===== src/rtl/intr_ctrl.sv =====
// Prioritised, nestable interrupt controller: synchronises request lines, latches edges,
// applies mask and in-service priority, and exposes MASK/EDGE/PEND/VEC on a register port.
module intr_ctrl #(
  parameter int N = 8
) (
  input  logic          i_clk,
  input  logic          i_rst,
  input  logic [N-1:0]  i_irq_in,
  output logic          o_irq,
  input  logic          i_inta,
  input  logic          i_sel,
  input  logic          i_we,
  input  logic [1:0]    i_addr,
  input  logic [31:0]   i_wdata,
  output logic [31:0]   o_rdata
);

  localparam int IW = (N > 1) ? $clog2(N) : 1;

  logic [N-1:0]  r_s1;
  logic [N-1:0]  r_s2;
  logic [N-1:0]  r_s3;
  logic [N-1:0]  r_mask;
  logic [N-1:0]  r_edge;
  logic [N-1:0]  r_pend_lat;
  logic [N-1:0]  r_isr;
  logic [IW-1:0] r_cand_q;
  logic          r_irq_q;

  logic [N-1:0]  w_rise;
  logic [N-1:0]  w_pend;
  logic [N-1:0]  w_isr_low;
  logic [N-1:0]  w_prio;
  logic [N-1:0]  w_elig;
  logic [IW-1:0] w_isr_id;
  logic [IW-1:0] w_cand;
  logic          w_wr;
  logic          w_wr_mask;
  logic          w_wr_edge;
  logic          w_wr_pend;
  logic          w_eoi;
  logic          w_ack;
  logic [N-1:0]  w_ack_vec;
  logic [N-1:0]  w_pend_clr;
  logic [N-1:0]  w_isr_after_eoi;
  logic          w_unused;

  assign w_rise = r_s2 & ~r_s3;
  assign w_pend = (r_edge & r_pend_lat) | (~r_edge & r_s3);

  // Lowest set ISR bit as one-hot; everything below it (higher priority) may preempt.
  assign w_isr_low = r_isr & (~r_isr + N'(1));
  assign w_prio    = (r_isr == '0) ? '1 : (w_isr_low - N'(1));
  assign w_elig    = w_pend & r_mask & w_prio;

  always_comb begin
    w_isr_id = '0;
    for (int i = N - 1; i >= 0; i--) begin
      if (r_isr[i]) w_isr_id = IW'(i);
    end
  end

  always_comb begin
    w_cand = '0;
    for (int i = N - 1; i >= 0; i--) begin
      if (w_elig[i]) w_cand = IW'(i);
    end
  end

  assign w_wr      = i_sel & i_we;
  assign w_wr_mask = w_wr & (i_addr == 2'd0);
  assign w_wr_edge = w_wr & (i_addr == 2'd1);
  assign w_wr_pend = w_wr & (i_addr == 2'd2);
  assign w_eoi     = w_wr & (i_addr == 2'd3);

  // The acknowledge trusts the registered candidate even if the request has since gone away.
  assign w_ack     = i_inta & r_irq_q;
  assign w_ack_vec = w_ack ? (N'(1) << r_cand_q) : '0;

  assign w_pend_clr      = (w_wr_pend ? i_wdata[N-1:0] : '0) | (w_ack_vec & r_edge);
  assign w_isr_after_eoi = w_eoi ? (r_isr & ~w_isr_low) : r_isr;

  always_ff @(posedge i_clk) begin
    if (i_rst) begin
      r_s1       <= '0;
      r_s2       <= '0;
      r_s3       <= '0;
      r_mask     <= '0;
      r_edge     <= '0;
      r_pend_lat <= '0;
      r_isr      <= '0;
      r_cand_q   <= '0;
      r_irq_q    <= 1'b0;
    end else begin
      r_s1 <= i_irq_in;
      r_s2 <= r_s1;
      r_s3 <= r_s2;
      if (w_wr_mask) r_mask <= i_wdata[N-1:0];
      if (w_wr_edge) r_edge <= i_wdata[N-1:0];
      // A fresh rise wins over any clear in the same cycle.
      r_pend_lat <= (w_rise & r_edge) | (r_pend_lat & ~w_pend_clr);
      r_isr      <= w_isr_after_eoi | w_ack_vec;
      r_cand_q   <= w_cand;
      r_irq_q    <= i_inta ? 1'b0 : (|w_elig);
    end
  end

  assign o_irq = r_irq_q;

  always_comb begin
    o_rdata = '0;
    if (i_sel && !i_we) begin
      case (i_addr)
        2'd0: o_rdata[N-1:0] = r_mask;
        2'd1: o_rdata[N-1:0] = r_edge;
        2'd2: o_rdata[N-1:0] = w_pend;
        default: begin
          o_rdata[31]  = |r_isr;
          o_rdata[4:0] = 5'(w_isr_id);
        end
      endcase
    end
  end

  assign w_unused = ^i_wdata[31:N];

endmodule

===== config.mk =====
export PLATFORM = sky130hd
export DESIGN_NAME = intr_ctrl
export DESIGN_NICKNAME = d
export VERILOG_FILES = /design/src/rtl/intr_ctrl.sv
export SDC_FILE = /design/constraint.sdc
export NUM_CORES = 1
export LEC_CHECK = 0
export BUFFER_PORTS_ARGS = -buffer_cell sky130_fd_sc_hd__buf_2
export CORE_ASPECT_RATIO = 0.7
export CORE_UTILIZATION = 47
export DETAILED_ROUTE_END_ITERATION = 8
export GPL_ROUTABILITY_DRIVEN = 0
export MAX_ROUTING_LAYER = met4
export PLACE_DENSITY = 0.76
export SLEW_MARGIN = 15
export SYNTH_ARGS = -nofsm -noshare
export SYNTH_HDL_FRONTEND = slang
export SYNTH_SLANG_ARGS = --single-unit
export TNS_END_PERCENT = 20

===== constraint.sdc =====
create_clock -name i_clk -period 1.5 [get_ports i_clk]
set_input_delay 0.225 -clock i_clk [delete_from_list [all_inputs] [get_ports i_clk]]
set_output_delay 0.225 -clock i_clk [all_outputs]
set_load 0.02 [all_outputs]

# Yosys cells after proc, flatten, opt, wreduce, memory -nomap -nowiden
# Cells that the tools add are included.
[totals]
register_bits = 60
latchBits = 0
mem_bits_rw = 0
mem_bits_ro = 0
in_bits = 47
n_memories = 0
[classes]
addsub = 2
multipliers = 0
div = 0
order_cmp = 0
n_eq_ne = 3
shifts = 1
n_mux = 24
bitwise = 25
n_reduce_logical = 11
[op_table]
columns = ["op", "n"]
rows = [
  ["8-bit bitwise AND", 10],
  ["8-bit two-way mux", 5],
  ["8-bit inverter", 5],
  ["3-bit two-way mux", 12],
  ["8-bit bitwise OR", 4],
  ["8-bit OR reduction", 2],
  ["5-bit one-hot mux with 3 select lines", 1],
  ["3-bit one-hot mux with 3 select lines", 1],
  ["8-bit by 1-bit adder with 8-bit output, second input constant", 1],
  ["8-bit logical NOT", 1],
  ["1-bit by 3-bit left shift with 8-bit output, first input constant", 1],
  ["8-bit by 1-bit subtractor with 8-bit output, second input constant", 1],
  ["1-bit bitwise AND", 6],
  ["3-bit OR reduction", 2],
  ["5-bit OR reduction", 1],
  ["2-bit equality test, second input constant", 2],
  ["2-bit two-way mux", 2],
  ["2-bit OR reduction", 2],
  ["1-bit two-way mux", 3],
  ["2-bit by 1-bit equality test with 1-bit output, second input constant", 1],
  ["2-bit logical NOT", 1],
  ["1-bit logical AND", 1],
  ["1-bit logical NOT", 1],
]

# Logic depth before layout (Yosys ltp)
# Gate-level depths: netlist (run 1).
[depth]
ltp_word = 13
ltp_mapped = 7
ltp_nobuf = 4

# Worst setup path before layout (run 1)
# OpenSTA, ideal clock, no wires.
[synth_path]
path_type = "flip-flop to output port"
start = "register r_isr[2]"
end = "output o_rdata[2]"
t_arrival_ns = 1.629
t_required_ns = 1.275
path_slack_ns = -0.354
stages_incl_launch_ff = 5
n_path_buf = 0
cell_sequence = "dfxtp_1 > or4_4 > nor2_1 > a211oi_1 > a211oi_1"
[synth_between]
elab_chain_cells = 5
[synth_lines]
columns = ["item", "line_no", "rtl"]
rows = [
  ["start, declared", "26", "logic [N-1:0] r_isr;"],
  ["start signal, assigned", "102", "r_isr <= w_isr_after_eoi | w_ack_vec;"],
  ["3-bit two-way mux (3 in series)", "59", "if (r_isr[i]) w_isr_id = IW'(i);"],
  ["5-bit one-hot mux with 3 select lines", "113", "case (i_addr)"],
  ["8-bit two-way mux", "112", "if (i_sel && !i_we) begin"],
  ["end, declared", "15", "output logic [31:0] o_rdata"],
]
# Every way passes these cells.

# Worst setup path after layout (run 1)
[layout_path]
start = "register r_isr[3]"
end = "output o_rdata[2]"
[layout_between]
elab_chain_cells = 6
[layout_lines]
columns = ["item", "line_no"]
rows = [
  ["3-bit two-way mux (4 in series)", "59"],
  ["5-bit one-hot mux with 3 select lines", "113"],
  ["8-bit two-way mux", "112"],
]
# Every way passes these cells.

==> run metrics, run 1 <==
hold bufs inserted after CTS=0; proportion of power drawn by flip-flops and latches=48.9%; Post-route DRC=0; Critical Path AT=between 1500 and 2000 ps; Period minus WS final=2050 ps; cells on worst reg2reg path=4; count of final max-slew check failures=0; Critical Path RT=roughly 1300 ps; Placeable Area=5810 um^2; Reg-to-Reg Start=r_isr[3]$_SDFF_PP0_; GR Util met1=around a third; width of the die=95.7 um; failing checks=negative setup slack; predominant post-synthesis flop cell=dfxtp_1; status=finished with violations; TritonCTS sink count=60; share of synthesized flip-flops with an asynchronous set or reset=0%; fraction of the mapped netlist area in compound gates=15.9%; sequential cell area fraction in the yosys report=41.6%; aggregate global routing overflow=0; met2 routing resource usage after global routing=41.5%; Detail Route Antenna Nets=0; startpoint-to-endpoint class of the critical path=reg2out; GR Layer Usage met3=8.56%; clock root buffer master=clkbuf_8; internal cell power=2.54 mW; power density of the placed cells=approximately 930 nW/um^2; highest fanout seen on the critical path=2; Post-Synth Simple-Gate Area=29.4%; buffers inserted by post-CTS timing repair=0; placed inst area=between 3000 and 4000 um^2; number of max-cap violations=0; largest net degree at the start of global routing=30; post-synth cell types=45; first-pass GRT wire length=11800 um; Synth Area in Adders=0%; number of synthesized flops with an enable pin=0; Worst Min Path Start=i_inta; DR iter-0 viols=226; Fin. Hold Viols=0; number of top-level pins=80; final setup violation count=13; via count of the first global-routing pass=2507; detailed placement HPWL=around 5500 um; Max Clock Freq=around 500 MHz; Post-Layout Cell Count=495; cts bufs inserted=9; detail-routed via count per cell=approximately 5.5; buffer depth of the longest clock path=2; total number of nets in the final design=463; Worst Skew=8.05 ps; reg2reg end=o_irq$_SDFF_PP0_; hold-critical path endpoint=o_irq$_SDFF_PP0_; setup repair after global routing missed its margin=true; number of instances in the synthesized netlist=350; Area Overhead vs Synth=25.2%; Worst setup EP type=output port; clock-pin slew on the worst setup and hold paths=roughly 60 ps; Non-Filler Cell Area, Final=3620 um^2; average instance area after synthesis=8.25 um^2; warnings from Yosys=0; peak ir drop on the vdd network=0.776 mV; fraction of final layout cells with drive strength greater than 1=28.8%; largest family of logic cells by synthesized area=simple AND/OR/NAND/NOR gates; NetSw=0.826 mW; Sw Ratio=24.6%; Via Count=2705; Register-to-Register Setup Slack=-180 ps; multiplexer fraction of the synthesized cell area=around 3.7%; Port Buffer Count=32; Hold Crit Class=in2reg; row count=23; overall routing resource usage=26.3%; launching element type of the critical path=register; leakage power=1.44 nW; number of flip-flops and latches in the synthesized netlist=60; Worst Hold Depth=2; Post-Place Cells=480; GR peak layer=met2; final period utilization=136%; die footprint=6470 um^2; TritonCTS clock tree=yes; effective utilization at floorplan=between 40% and 50%; post-route setup slack=-546 ps; depth of the CTS H-tree=3; initial antenna violation count=0; area of the multi-input gates=about 1600 um^2; area of the mapped netlist=roughly 2900 um^2; number of fill cells=513; worst skew pair latency=340 ps; fraction of power consumed by combinational cells=approximately 8.9%; routed length per instance=15.9 um; register area=between 1000 and 1500 um^2; Die Y=between 60 and 70 um; placement-stage worst setup slack=-174 ps; fraction of synthesized cell area in xor and xnor cells=0%; ANT cells=0; first-pass iteration count of the detailed router=5; routed wire length=7870 um; clock power share=a little over two fifths
repair_timing:
item                       CTS  global route
resized for setup           18            18
pin swaps                    7             6
hold endpoints to repair     0             0
setup endpoints to repair   13            14
through the flow:
stage / hold WS (ps) / power, mW / util, % / TNS [ps]
3_5_place_dp: 412 / 1.97 / 56.8 / -606
5_1_grt: 60.2 / 3.49 / 62.2 / -3590
3_3_place_gp: 414 / 1.96 / 56.8 / -488
4_1_cts: 49.8 / 3.39 / 61.1 / -2630
6_report: 69.4 / 3.36 / 62.2 / -2670
2_1_floorplan: 297 / 1.90 / - / -235
worst max path at each step:
stage | from | end | slack [ps]
3_3_place_gp | r_isr[3]$_SDFF_PP0_ | o_rdata[2] | -170
4_1_cts | r_isr[3]$_SDFF_PP0_ | o_rdata[2] | -540
6_report | r_isr[3]$_SDFF_PP0_ | o_rdata[2] | -550
2_1_floorplan | r_isr[3]$_SDFF_PP0_ | o_rdata[2] | -110
5_1_grt | r_isr[7]$_SDFF_PP0_ | o_rdata[2] | -580
3_5_place_dp | r_isr[3]$_SDFF_PP0_ | o_rdata[2] | -170
cell usage after synthesis (2+ instances only):
| cell | number | area share, % |
|---|---|---|
| or3_1 | 3 | 0.65 |
| nor2b_1 | 30 | 6.5 |
| nand4_1 | 3 | 0.65 |
| nand3_1 | 20 | 3.5 |
| nand3b_1 | 9 | 2.3 |
| inv_1 | 6 | 0.78 |
| dfxtp_1 | 60 | 42 |
| nand2b_1 | 6 | 1.3 |
| nand2_1 | 51 | 6.6 |
| o221ai_1 | 3 | 0.91 |
| o21ai_0 | 5 | 0.87 |
| a21oi_1 | 43 | 7.4 |
| o22a_1 | 2 | 0.61 |
| nor2_1 | 17 | 2.2 |
| buf_4 | 23 | 6.0 |
| nor4_1 | 2 | 0.43 |
| a31oi_1 | 2 | 0.43 |
| a22oi_1 | 2 | 0.52 |
| and3b_1 | 2 | 0.61 |
| and3_1 | 6 | 1.3 |
| o31ai_1 | 3 | 0.78 |
| a21o_1 | 4 | 1.0 |
| mux2_2 | 6 | 2.3 |
| clkbuf_1 | 14 | 1.8 |
| mux2i_1 | 4 | 1.4 |
| a211oi_1 | 5 | 1.3 |
cell usage in the layout, fill, tap and decap left out, types with 4 or more instances in the layout:
| master | instances |
|---|---|
| a211oi_2 | 4 |
| a21o_1 | 4 |
| a21oi_1 | 42 |
| and3_1 | 5 |
| buf_2 | 24 |
| buf_4 | 47 |
| clkbuf_8 | 10 |
| conb_1 | 23 |
| dfxtp_1 | 54 |
| dfxtp_2 | 4 |
| inv_1 | 6 |
| mux2_2 | 6 |
| mux2i_1 | 4 |
| nand2_1 | 51 |
| nand2b_1 | 5 |
| nand3_1 | 20 |
| nand3b_1 | 9 |
| nor2_1 | 14 |
| nor2b_1 | 30 |
| o21ai_0 | 4 |
logic make-up (layout without fill, tap and decap cells):
group                  Yosys count  count (layout)
other                            1              23
multiplexers                    10              10
AO/OA/AOI/OAI                   75              75
flip-flops                      60              60
buffers and inverters           46              94
AND/OR/NAND/NOR                158             158
sequential cells by signal, indices dropped and copies added (netlist names):
register,flops
r_edge,8
r_isr,8
r_mask,8
r_pend_lat,8
r_s1,8
r_s2,8
r_s3,8
r_cand_q,3
o_irq,1
power by group through the flow:
stage	clock, mW	sequential [mW]	combinational, mW
3_5_place_dp	0	1.68	0.288
3_3_place_gp	0	1.68	0.284
5_1_grt	1.51	1.65	0.327
2_1_floorplan	0	1.68	0.225
4_1_cts	1.45	1.65	0.292
6_report	1.42	1.64	0.301
layout make-up:
| type | count | area share [%] |
|---|---|---|
| inverter | 6 | 0.623 |
| clock inverter | 4 | 1.38 |
| timing repair buffer | 73 | 13.7 |
| tap | 75 | 2.60 |
| sequential | 60 | 33.6 |
| clock buffer | 11 | 3.91 |
| multi-input combinational | 266 | 44.2 |
layer usage:
metal | up-vias | share of wire [%]
li1 | 1302 | -
met1 | 1240 | 43
met2 | 143 | 45
met3 | 20 | 9.3
met4 | 0 | 2.4
met5 | - | 0
worst max-delay path, cell delays in order (launching register included):
cell	delay, ps
dfxtp_1	310
or4_4	550
nor2_2	130
a211oi_1	100
a211oi_2	210
buf_4	190
Power figures use the tool's default switching activity.
==> run 2: changes to the inputs <==
CORE_UTILIZATION = 52   (was 47)
PLACE_DENSITY = 0.79   (was 0.76)
clock period = 2.3 ns   (was 1.5 ns; I/O delays follow)
==> run metrics, run 2 (synthesis gave the netlist of run 1 again) <==
number of fill cells=477 (-7.0%); Worst setup EP type=output port; Slew headroom=slightly below 60%; largest net degree at the start of global routing=33 (+10%); leakage power=1.26 nW (-12%); count of final max-slew check failures=0 (unchanged); Critical Path RT=1960 ps (+690 ps); peak ir drop on the vdd network=0.536 mV (-31%); cts bufs inserted=9 (unchanged); overall routing resource usage=25.7% (-0.58 points); buffer depth of the longest clock path=2 (unchanged); Via Count=2588 (-4.3%); highest fanout seen on the critical path=8 (+6); first-pass GRT wire length=11000 um (-6.8%); aggregate global routing overflow=0 (unchanged); startpoint-to-endpoint class of the critical path=reg2out; Die Y=64.4 um (-4.8%); number of max-cap violations=0 (unchanged); Worst Skew=9.02 ps (+0.975 ps); final setup violation count=0 (-13); highest-count cells in the layout ignoring fill and taps=58 x dfxtp_1, 51 x nand2_1, 43 x a21oi_1; Period minus WS final=roughly 2200 ps; routed length per instance=15.3 um (-4.0%); DR iter-0 viols=193 (-15%); number of top-level pins=80 (unchanged); hold slack final=171 ps (+102 ps); setup repair after global routing missed its margin=false; routed wire length=7040 um (-11%); clock-pin slew on the worst setup and hold paths=70 ps (about the same); Post-route DRC=0 (unchanged); Port Buffer Count=32 (unchanged); effective utilization at floorplan=54.7% (+5.0 points); initial antenna violation count=0 (unchanged); status=complete, no violations; die footprint=5860 um^2 (-9.4%); Critical Path AT=1850 ps (+30 ps); Area Overhead vs Synth=13.9%; hold bufs inserted after CTS=0 (unchanged); depth of the CTS H-tree=3 (unchanged); total negative setup slack=0 ps (+2670 ps); launching element type of the critical path=register; via count of the first global-routing pass=2269 (-9.5%); worst skew pair latency=350 ps (about the same); detailed placement HPWL=5050 um (-8.3%); TritonCTS sink count=60 (unchanged); detail-routed via count per cell=5.61 (+2.7%); fraction of final layout cells with drive strength greater than 1=19.3% (-9.5 points); Hold Crit Class=in2reg; width of the die=91.1 um (-4.8%); Detail Route Antenna Nets=0 (unchanged); power density of the placed cells=703 nW/um^2 (-24%); cells on worst reg2reg path=4 (unchanged); clock root buffer master=clkbuf_8; ANT cells=0 (unchanged); final period utilization=95.5%; slew of the pin with the lowest slew margin=608 ps; row count=22 (-4.3%); total number of nets in the final design=431 (-6.9%); most frequent standard cell in the layout excluding fill and tap cells=dfxtp_1; Worst Hold Depth=2 (unchanged); Max Clock Freq=roughly 460 MHz; Placeable Area=5290 um^2 (-9.1%); first-pass iteration count of the detailed router=7 (+2); TritonCTS clock tree=yes; Fin. Hold Viols=0 (unchanged)
-- run 2: layout make-up --
type | count | area (um^2) | share of cell area, %
multi-input combinational | 266 | 1520 | 46.2
sequential | 60 | 1210 | 36.6
timing repair buffer | 41 | 228 | 6.92
clock buffer | 10 | 138 | 4.18
tap | 72 | 90.1 | 2.74
clock inverter | 6 | 87.6 | 2.66
inverter | 6 | 22.5 | 0.684
-- run 2: timing repair --
action | CTS | global route
pin swaps | 1 | 3
setup endpoints to repair | 1 | 1
gates resized for setup | 0 | 7
setup buffers | 0 | 1
cloned | 0 | 0
-- run 2: where the power goes --
part	total (mW)	switching, mW	internal, mW
Sequential	1.08	0.0147	1.06
Combinational	0.173	0.116	0.0573
Clock	1.06	0.429	0.636
-- run 2: stage by stage --
step	utilization, %	area (um^2)	std cells	setup slack, ps	total power, mW
floorplan	-	2970	372	326	1.24
global placement	57.5	3040	444	350	1.26
detailed placement	57.5	3040	444	362	1.27
CTS	61.7	3260	460	17.2	2.32
global route	62.3	3290	461	60.8	2.39
finish	62.3	3290	461	104	2.31
-- run 2: final timing paths --
kind	startpoint	endpoint	slack, ps
max	r_isr[2]$_SDFF_PP0_	o_rdata[2]	100
min	i_inta	o_irq$_SDFF_PP0_	170
max reg2reg	r_isr[4]$_SDFF_PP0_	r_cand_q[0]$_SDFF_PP0_	480
min reg2reg	r_s1[6]$_SDFF_PP0_	r_s2[6]$_SDFF_PP0_	430
-- run 2: per-layer routing --
metal	track usage, %	wire length (um)	vias to the layer above
met1	31.9	3120	1189
met3	9.40	666	19
met2	39.1	3070	141
li1	-	-	1239
met5	-	0	-
met4	7.94	181	0
-- run 2: worst max-delay path, cell delays in order (launching register included) --
cell and delay, ps:
dfxtp_4 370, or4_4 550, nor2_4 100, a211oi_2 70, a211oi_2 200, buf_2 190
==> run 3: changes to the inputs <==
ABC_AREA = 1   (was not set)
PLACE_DENSITY = 0.8   (was 0.79)
==> run metrics, run 3 <==
highest fanout seen on the critical path=5 (-3); number of instances in the synthesized netlist=403 (+15%); width of the die=90.1 um (-1.0%); routed wire length=6480 um (-7.9%); Post-route DRC=0 (unchanged); cell with the most instances after synthesis=nor2_1; Worst Skew=5.19 ps (-3.83 ps); Reg-to-Reg Start=o_irq$_SDFF_PP0_; sequence of cells on the critical path=inv_1, nand2_1, inv_1, a21oi_1, o21a_1, a311oi_1, buf_2; warnings from Yosys=0 (unchanged); sequential cell area fraction in the yosys report=42.5% (+0.90 points); area of the mapped netlist=2830 um^2 (-2.1%); largest net degree at the start of global routing=33 (unchanged); via count of the first global-routing pass=2252 (-0.75%); Via Count=2634 (+1.8%); Area Overhead vs Synth=12.3%; predominant post-synthesis flop cell=dfxtp_1; highest-count cells in the layout ignoring fill and taps=79 x nor2_1, 60 x nand2_1, 60 x dfxtp_1; first-pass iteration count of the detailed router=8 (+1); number of flip-flops and latches in the synthesized netlist=60 (unchanged); slew of the pin with the lowest slew margin=780 ps (+171 ps); aggregate global routing overflow=0 (unchanged); launching element type of the critical path=register; depth of the CTS H-tree=3 (unchanged); clock-pin slew on the worst setup and hold paths=70 ps (about the same); startpoint-to-endpoint class of the critical path=reg2out; final period utilization=87.4% (-8.0 points); capturing instance or port of the critical path=o_rdata[1]; most frequent standard cell in the layout excluding fill and tap cells=nor2_1; Critical path origin=r_isr[4]$_SDFF_PP0_; ANT cells=0 (unchanged); cts bufs inserted=9 (unchanged); Register-to-Register Setup Slack=780 ps (+300 ps); first-pass GRT wire length=10500 um (-5.2%); register area=1200 um^2 (-0.42%); DR iter-0 viols=327 (+69%); average instance area after synthesis=7.02 um^2 (-15%); Hold Crit Class=in2reg; setup repair after global routing missed its margin=false; Fin. Hold Viols=0 (unchanged); Placeable Area=5230 um^2 (-1.0%); hold bufs inserted after CTS=0 (unchanged); standard cell with the maximum stage delay on the critical path=dfxtp_1; Critical Path RT=1960 ps (about the same); final design utilization=60.7% (-1.5 points); Max Clock Freq=497 MHz (+9.2%); leakage power=1.39 nW (+10%); Port Buffer Count=32 (unchanged); post-cts resize count=0 (unchanged); status=complete, no violations; Critical Path AT=1670 ps (-180 ps); number of top-level pins=80 (unchanged); Slew headroom=47.8% (-12 points); cells on worst reg2reg path=5 (+1); most frequent cell on the critical path=inv_1; Worst setup EP type=output port; final setup violation count=0 (unchanged); largest incremental delay on the critical path=340 ps (-210 ps); overall routing resource usage=24.8% (-0.95 points); TritonCTS clock tree=yes; peak ir drop on the vdd network=0.450 mV (-16%); detail-routed via count per cell=5.10 (-9.1%); count of final max-slew check failures=0 (unchanged); row count=22 (unchanged); effective utilization at floorplan=54.1% (-0.60 points); cell taking the most area after synthesis=dfxtp_1; fraction of final layout cells with drive strength greater than 1=15.8% (-3.5 points); Die Y=63.7 um (-1.0%); TritonCTS sink count=60 (unchanged); detailed placement HPWL=4770 um (-5.4%); clock root buffer master=clkbuf_8; number of max-cap violations=0 (unchanged); total number of nets in the final design=486 (+13%); worst skew pair latency=350 ps (about the same); Detail Route Antenna Nets=0 (unchanged); routed length per instance=12.6 um (-18%); buffer depth of the longest clock path=2 (unchanged); Post-synth top cells=79 x nor2_1, 60 x dfxtp_1, 60 x nand2_1, 53 x inv_1; number of fill cells=498 (+4.4%); reg2reg end=r_pend_lat[3]$_SDFF_PP0_; initial antenna violation count=0 (unchanged); post-synth cell types=29 (-36%); total negative setup slack=0 ps (unchanged); dominant cells by area after synthesis=dfxtp_1 42%, nor2_1 10%, nand2_1 8.0%; number of synthesized flops with an enable pin=0 (unchanged); share of Yosys cell area claimed by the top area cell type=42.5% (+0.90 points); power density of the placed cells=722 nW/um^2 (+2.8%); die footprint=5740 um^2 (-2.1%); Period minus WS final=2010 ps (-185 ps); area of the multi-input gates=1270 um^2 (-17%); share of synthesized flip-flops with an asynchronous set or reset=0% (unchanged); buffers inserted by post-CTS timing repair=0 (unchanged)
## run 3: cell types whose count changed after synthesis, sizes merged, moves of 8 or more
cell / before / now
inv: 6 / 61
nand2: 51 / 64
a21oi: 43 / 25
nor2: 18 / 86
o21ai: 5 / 29
clkbuf: 14 / 6
nand3b: 9 / 0
nor2b: 30 / 0
## run 3: how the worst min path moves through the flow
stage,startpoint,endpoint,cells after the start
after floorplan,r_s1[0]$_SDFF_PP0_,r_s2[0]$_SDFF_PP0_,2
after global placement,r_s1[0]$_SDFF_PP0_,r_s2[0]$_SDFF_PP0_,2
after detailed placement,r_s1[1]$_SDFF_PP0_,r_s2[1]$_SDFF_PP0_,2
after CTS,i_irq_in[0],r_s1[0]$_SDFF_PP0_,3
after global routing,i_irq_in[7],r_s1[7]$_SDFF_PP0_,3
final,i_irq_in[0],r_s1[0]$_SDFF_PP0_,3
## run 3: cell type report
cell class	instances	area share, %
flip-flops and latches	60	37.8
well taps	72	2.84
repair buffers	33	5.28
clock buffers	9	3.90
inverters	62	7.37
multi-input cells	273	39.9
clock inverters	7	2.88
## run 3: cell families (layout without fill, tap and decap cells)
kind of cell           Yosys count  after routing  synth area share, %
and+or+nand+nor                179            179                 27.6
buffers and inverters           92            111                 15.6
AOI/OAI and AO/OA               70             70                 13.9
DFF                             60             60                 42.5
other                            1             23                0.133
muxes                            1              1                0.354
## run 3: power breakdown
part	total [mW]	leakage [nW]	switching [mW]	internal, mW
Clock	1.03	0.109	0.428	0.605
Sequential	1.08	0.489	0.0166	1.07
Combinational	0.178	0.793	0.130	0.0480
Total	2.29	1.39	0.574	1.72
## run 3: critical path, delay by kind of cell (launching register included)
family          cells  cell delay, ps
compound gates      3             480
buf+inv             3             420
flops               1             340
simple gates        1              90
## run 3: routing by layer
metal	global-route usage, %	vias to the layer above	routed length, um
li1	-	1298	-
met1	32.4	1175	2910
met2	35.1	144	2700
met3	6.64	17	704
met4	12.3	0	165
met5	-	-	0
## run 3: through the flow
stage	hold slack, ps	area, um^2	setup slack [ps]	power (mW)	cells
floorplan	388	2910	671	1.26	425
global placement	392	2960	516	1.28	500
detailed placement	393	2960	488	1.28	500
CTS	181	3180	296	2.30	516
global route	178	3180	170	2.38	516
finish	194	3180	289	2.29	516
